## config.mk

```make
export PLATFORM = sky130hd
export DESIGN_NAME = inner_product
export DESIGN_NICKNAME = d
export VERILOG_FILES = /design/src/rtl/inner_product.sv
export SDC_FILE = /design/constraint.sdc
export NUM_CORES = 2
export LEC_CHECK = 0
export BUFFER_PORTS_ARGS = -buffer_cell sky130_fd_sc_hd__buf_2
export CORE_ASPECT_RATIO = 1.1
export CORE_UTILIZATION = 53
export DETAILED_ROUTE_END_ITERATION = 8
export PLACE_DENSITY_LB_ADDON = 0.12
export SETUP_SLACK_MARGIN = 0.15
export SLEW_MARGIN = 20
export SYNTH_ARGS = -nofsm -noshare
export SYNTH_HDL_FRONTEND = slang
export SYNTH_SLANG_ARGS = --single-unit
```

## constraint.sdc

```tcl
create_clock -name clk -period 42.6 [get_ports clk]
set_input_delay 4.26 -clock clk [delete_from_list [all_inputs] [get_ports clk]]
set_output_delay 4.26 -clock clk [all_outputs]
set_load 0.01 [all_outputs]
```

## src/rtl/inner_product.sv

```systemverilog
// Sequential single-precision dot product: one multiply-accumulate per cycle,
// round-to-nearest-even, denormals flushed, inf/NaN operands poisoning the result.
module inner_product #(
  parameter int N = 4
) (
  input  logic [32*N-1:0] In1,
  input  logic [32*N-1:0] In2,
  input  logic            clk,
  input  logic            rst,
  output logic [31:0]     out,
  output logic            done,
  input  logic            start
);

  localparam int DATA_W = 32;
  localparam int IW     = $clog2(N + 1);
  localparam logic [DATA_W-1:0] QNAN = 32'h7FC0_0000;

  typedef enum logic [1:0] {IDLE, RUN, DONE} state_t;

  state_t              state, state_nx;
  logic [32*N-1:0]     a_p0, b_p0;
  logic [DATA_W-1:0]   acc_p1;
  logic [IW-1:0]       idx;
  logic [DATA_W-1:0]   a_el, b_el;

  // RNE on a normalised 24-bit significand, then overflow to inf / underflow to signed zero
  function automatic logic [31:0] round_sat(input logic s, input logic signed [9:0] e_in,
                                            input logic [23:0] m_in, input logic g,
                                            input logic st);
    logic [24:0]       m;
    logic signed [9:0] e;
    m = {1'b0, m_in};
    e = e_in;
    if (g && (st || m[0])) m = m + 25'd1;
    if (m[24]) begin
      m = m >> 1;
      e = e + 10'sd1;
    end
    if (e >= 10'sd255) return {s, 8'hFF, 23'd0};
    if (e <= 10'sd0) return {s, 31'd0};
    return {s, e[7:0], m[22:0]};
  endfunction

  function automatic logic [31:0] fp_mul(input logic [31:0] a, input logic [31:0] b);
    logic              s;
    logic [47:0]       p;
    logic signed [9:0] e;
    s = a[31] ^ b[31];
    if (a[30:23] == 8'hFF || b[30:23] == 8'hFF) return QNAN;
    if (a[30:23] == 8'h00 || b[30:23] == 8'h00) return {s, 31'd0};
    p = {24'd0, 1'b1, a[22:0]} * {24'd0, 1'b1, b[22:0]};
    e = $signed({2'b00, a[30:23]}) + $signed({2'b00, b[30:23]}) - 10'sd127;
    if (p[47]) return round_sat(s, e + 10'sd1, p[47:24], p[23], |p[22:0]);
    return round_sat(s, e, p[46:23], p[22], |p[21:0]);
  endfunction

  function automatic logic [31:0] fp_add(input logic [31:0] a, input logic [31:0] b);
    logic [31:0]       x, y;
    logic [26:0]       mx, my;
    logic [53:0]       sh;
    logic [7:0]        d;
    logic [27:0]       sum;
    logic signed [9:0] e;
    if (a[30:23] == 8'hFF || b[30:23] == 8'hFF) return QNAN;
    if (a[30:23] == 8'h00 && b[30:23] == 8'h00) return 32'h0;
    if (a[30:23] == 8'h00) return b;
    if (b[30:23] == 8'h00) return a;
    if (a[30:0] >= b[30:0]) begin
      x = a;
      y = b;
    end else begin
      x = b;
      y = a;
    end
    d  = x[30:23] - y[30:23];
    mx = {1'b1, x[22:0], 3'b000};
    my = {1'b1, y[22:0], 3'b000};
    // Guard/round/sticky: shifted-out bits collapse into the LSB
    if (d > 8'd26) my = 27'd1;
    else begin
      sh = {my, 27'd0} >> d;
      my = {sh[53:28], sh[27] | (|sh[26:0])};
    end
    e = $signed({2'b00, x[30:23]});
    if (x[31] == y[31]) begin
      sum = {1'b0, mx} + {1'b0, my};
      if (sum[27]) begin
        sum = {1'b0, sum[27:2], sum[1] | sum[0]};
        e   = e + 10'sd1;
      end
    end else begin
      sum = {1'b0, mx} - {1'b0, my};
      if (sum == 28'd0) return 32'h0;
      for (int i = 0; i < 26; i++) begin
        if (!sum[26]) begin
          sum = sum << 1;
          e   = e - 10'sd1;
        end
      end
    end
    return round_sat(x[31], e, sum[26:3], sum[2], |sum[1:0]);
  endfunction

  always_ff @(posedge clk) begin
    if (rst) state <= IDLE;
    else     state <= state_nx;
  end

  always_comb begin
    state_nx = state;
    case (state)
      IDLE:    if (start) state_nx = RUN;
      RUN:     if (idx == IW'(N)) state_nx = DONE;
      DONE:    if (!start) state_nx = IDLE;
      default: state_nx = IDLE;
    endcase
  end

  // Stage 0: operand capture
  always_ff @(posedge clk) begin
    if (state == IDLE && start) begin
      a_p0 <= In1;
      b_p0 <= In2;
    end
  end

  always_comb begin
    a_el = '0;
    b_el = '0;
    for (int i = 0; i < N; i++) begin
      if (idx == IW'(i)) begin
        a_el = a_p0[DATA_W*i +: DATA_W];
        b_el = b_p0[DATA_W*i +: DATA_W];
      end
    end
  end

  // Stage 1: accumulate one element per cycle; the extra cycle at idx==N publishes the sum
  always_ff @(posedge clk) begin
    if (rst) begin
      acc_p1 <= '0;
      idx    <= '0;
      out    <= '0;
      done   <= 1'b0;
    end else begin
      case (state)
        IDLE: begin
          if (start) begin
            acc_p1 <= '0;
            idx    <= '0;
          end
        end
        RUN: begin
          if (idx == IW'(N)) begin
            out  <= acc_p1;
            done <= 1'b1;
          end else begin
            acc_p1 <= fp_add(acc_p1, fp_mul(a_el, b_el));
            idx    <= idx + 1'b1;
          end
        end
        DONE: begin
          if (!start) done <= 1'b0;
        end
        default: ;
      endcase
    end
  end

endmodule

```

==> flow_summary.toml <==
[min_path]
min-delay-start = "out[8]"
hp-class = "flop to flop"

[sta]
fin_crit_sh_pct = 93.3
report.final.hold_viol_count = 0
finalSetupViolCount = 0
worst_pin_slew_ps = 1240
relSlewSlack_pct = 16.9
min_period_ps = 39730
clock_skew_ps = 17.7
drv_slew = 0
rsz0062_at_grt = "no"
max_freq_mhz = 25.2
worst_slack_ps = 2870
fin_setup_tns_ps = 0

[synth]
yosys_warnings = 0
synthCells = 6824
postSynthAreaPerCell_um2 = 7.99
synth-main-ff-cell = "edfxtp_1"
synth_nets = 7869
ys_ff_latch = 326
yosysSeqAreaShare_pct = 16.7
ys_async_sr_fraction_pct = 0
synth_area_um2 = 54500
synth_edf_count = 256
synthDistinctLibCells = 140

[worst_setup_path]
cpMaxStageDelayCell = "nor3_1"
crit_top_cell = "ha_1"
slowest_delay_ps = 850
cp_max_fo = 70
critPathRequiredTime_ps = 43080
path_class = "flop to flop"
arrival_ps = 40210
end_kind = "flop"
r2r-start = "idx[2]"
r2r_slack_ps = 2870
critPathLaunchType = "flop"
worstSetupStartpoint = "idx[2]"

[finish]
nNetsFinal = 7957
area_growth_pct = 7.36
final_area_um2 = 58500
drive_gt1_share_pct = 10.5

[run_status]
status = "finished, final reports clean"

[global_route]
grtUsageMet1_pct = 49.0
grt_max_degree = 102
antenna_found_initial = 8
grt_pass1_wl_um = 330000
grt_pass1_vias = 54400
grt-ovfl-total = 0
top_usage_layer = "met2"
grt_use_met3_pct = 7.29
use_met2_pct = 67.9
grtUsageTotal_pct = 41.8

[die]
fp.dieH_um = 338
io_pins = 292
rows = 123
die_w_um = 308
core_area_um2 = 102000
start_util_pct = 53.4
die_area_um2 = 104000

[placement]
dpl_cell_area_um2 = 57300
routabilityCongestion = 1.03
place_ws_ps = 3540
numPortBuffers = 291
dp_hpwl_um = 174000

[clock_tree]
cts.sinks = 326
cts_max_path_buffers = 3
clk_pin_slew_ps = 60
clk_latency_ps = 580
ctsRootBufferMaster = "clkbuf_16"
cts_made_buffers = 35
cts_tree = "built"
cts-htree-levels = 2

[routing]
drtIter0Drc = 5904
finalWirelength_um = 220000
post_drt_wl_per_cell_um = 26.4
route.vias.total = 54700
ant_nets = 0
viasPerCell = 6.58
drc = 0
first_pass_iters = 6

[flow_run]
maxCapViolations = 0
==> Yosys cell counts, drive strengths merged, types with 57 or more instances <==
cell type    n  area share, %
nand2      837            5.8
dfxtp       70            2.6
and3        68           0.78
xnor2      188            3.4
buf         65           0.59
edfxtp     256             14
fa         484             18
o211ai      77            1.1
a221oi      70            1.2
mux2i       57            1.1
a21o        80            1.1
o21ai      326            3.0
nor2       727            5.0
a211oi      73            1.1
ha         302            6.9
nand3      215            2.0
a31oi       75           0.86
inv        702            4.8
xor2        83            1.5
clkbuf     308            2.1
a21oi      416            3.9
nor3       209            2.0
nor4        67           0.89
nand4       93            1.1
and2        65           0.75
==> flip-flops by register name (all words and copies together), names as in the netlist <==
register	flops
acc_p1	32
a_p0	128
b_p0	128
state	2
out	32
idx	3
done	1
==> metal layers <==
layer | part of all wire, % | up-vias
met2 | 46 | 3205
li1 | - | 24300
met5 | 0.0091 | -
met3 | 8.5 | 919
met1 | 36 | 26300
met4 | 9.3 | 2
==> through the flow <==
step | utilization [%] | hold WS, ps | instances
floorplan | - | 470 | 6824
global placement | 56.2 | 440 | 8245
detailed placement | 56.2 | 443 | 8245
CTS | 57.3 | 451 | 8306
global route | 57.3 | 468 | 8314
finish | 57.3 | 449 | 8315
==> final cells by class <==
type / count / area, µm²
Fill cell: 9735 / 43500
Multi-Input combinational cell: 5415 / 41400
Sequential cell: 326 / 9090
Inverter: 711 / 2680
Timing Repair Buffer: 423 / 2440
Tap cell: 1375 / 1720
Clock buffer: 41 / 920
Clock inverter: 20 / 201
Antenna cell: 4 / 10.0
==> critical path: cells and delay by family, from the launching register on <==
| kind | cells | cell delay (ps) |
|---|---|---|
| fa+ha+maj | 33 | 12230 |
| buf+inv | 13 | 2390 |
| xor+xnor | 2 | 880 |
| mux | 11 | 2370 |
| compound gates | 42 | 11000 |
| simple gates | 44 | 10150 |
| flops | 1 | 460 |
==> cells in the final DEF (no fill, tap or decap), types with 46 or more instances in the layout <==
cell	instances
mux2i_1	55
nor3_1	196
a31oi_1	75
o21a_1	48
or3_1	51
o21ai_0	273
nand3_1	212
a21o_1	80
buf_2	292
dfxtp_1	70
and2_1	59
fa_1	484
nand2_1	831
a221oi_1	65
ha_1	301
nand4_1	93
buf_4	131
o22ai_1	53
xor2_1	73
xnor2_1	171
nor2_1	718
o211ai_1	73
edfxtp_1	256
and3_1	68
a22oi_1	46
nor4_1	60
a211oi_1	61
inv_1	690
a21oi_1	401
==> worst paths after layout <==
path	endpoint	cells after the start
setup / recovery	acc_p1[1]	145
hold / removal	out[8]	2
setup reg to reg	acc_p1[1]	145
hold reg to reg	out[8]	2
==> cells by family after synthesis <==
family | synth area share, %
compound gates | 21.5
xor+xnor | 5.26
fa+ha+maj | 24.7
buf+inv | 7.62
flops | 16.7
mux | 1.79
simple gates | 22.4
==> timing repair <==
| action | CTS | global route |
|---|---|---|
| endpoints found under the setup margin | 0 | 22 |
| resized for setup | 0 | 2 |
| endpoints found under the hold margin | 0 | 0 |
| buffers inserted | 0 | 3 |
| hold buffers | 0 | 0 |
Power is not shown: default switching activity piles up to over one toggle a cycle in this logic, so the estimate is an artifact.
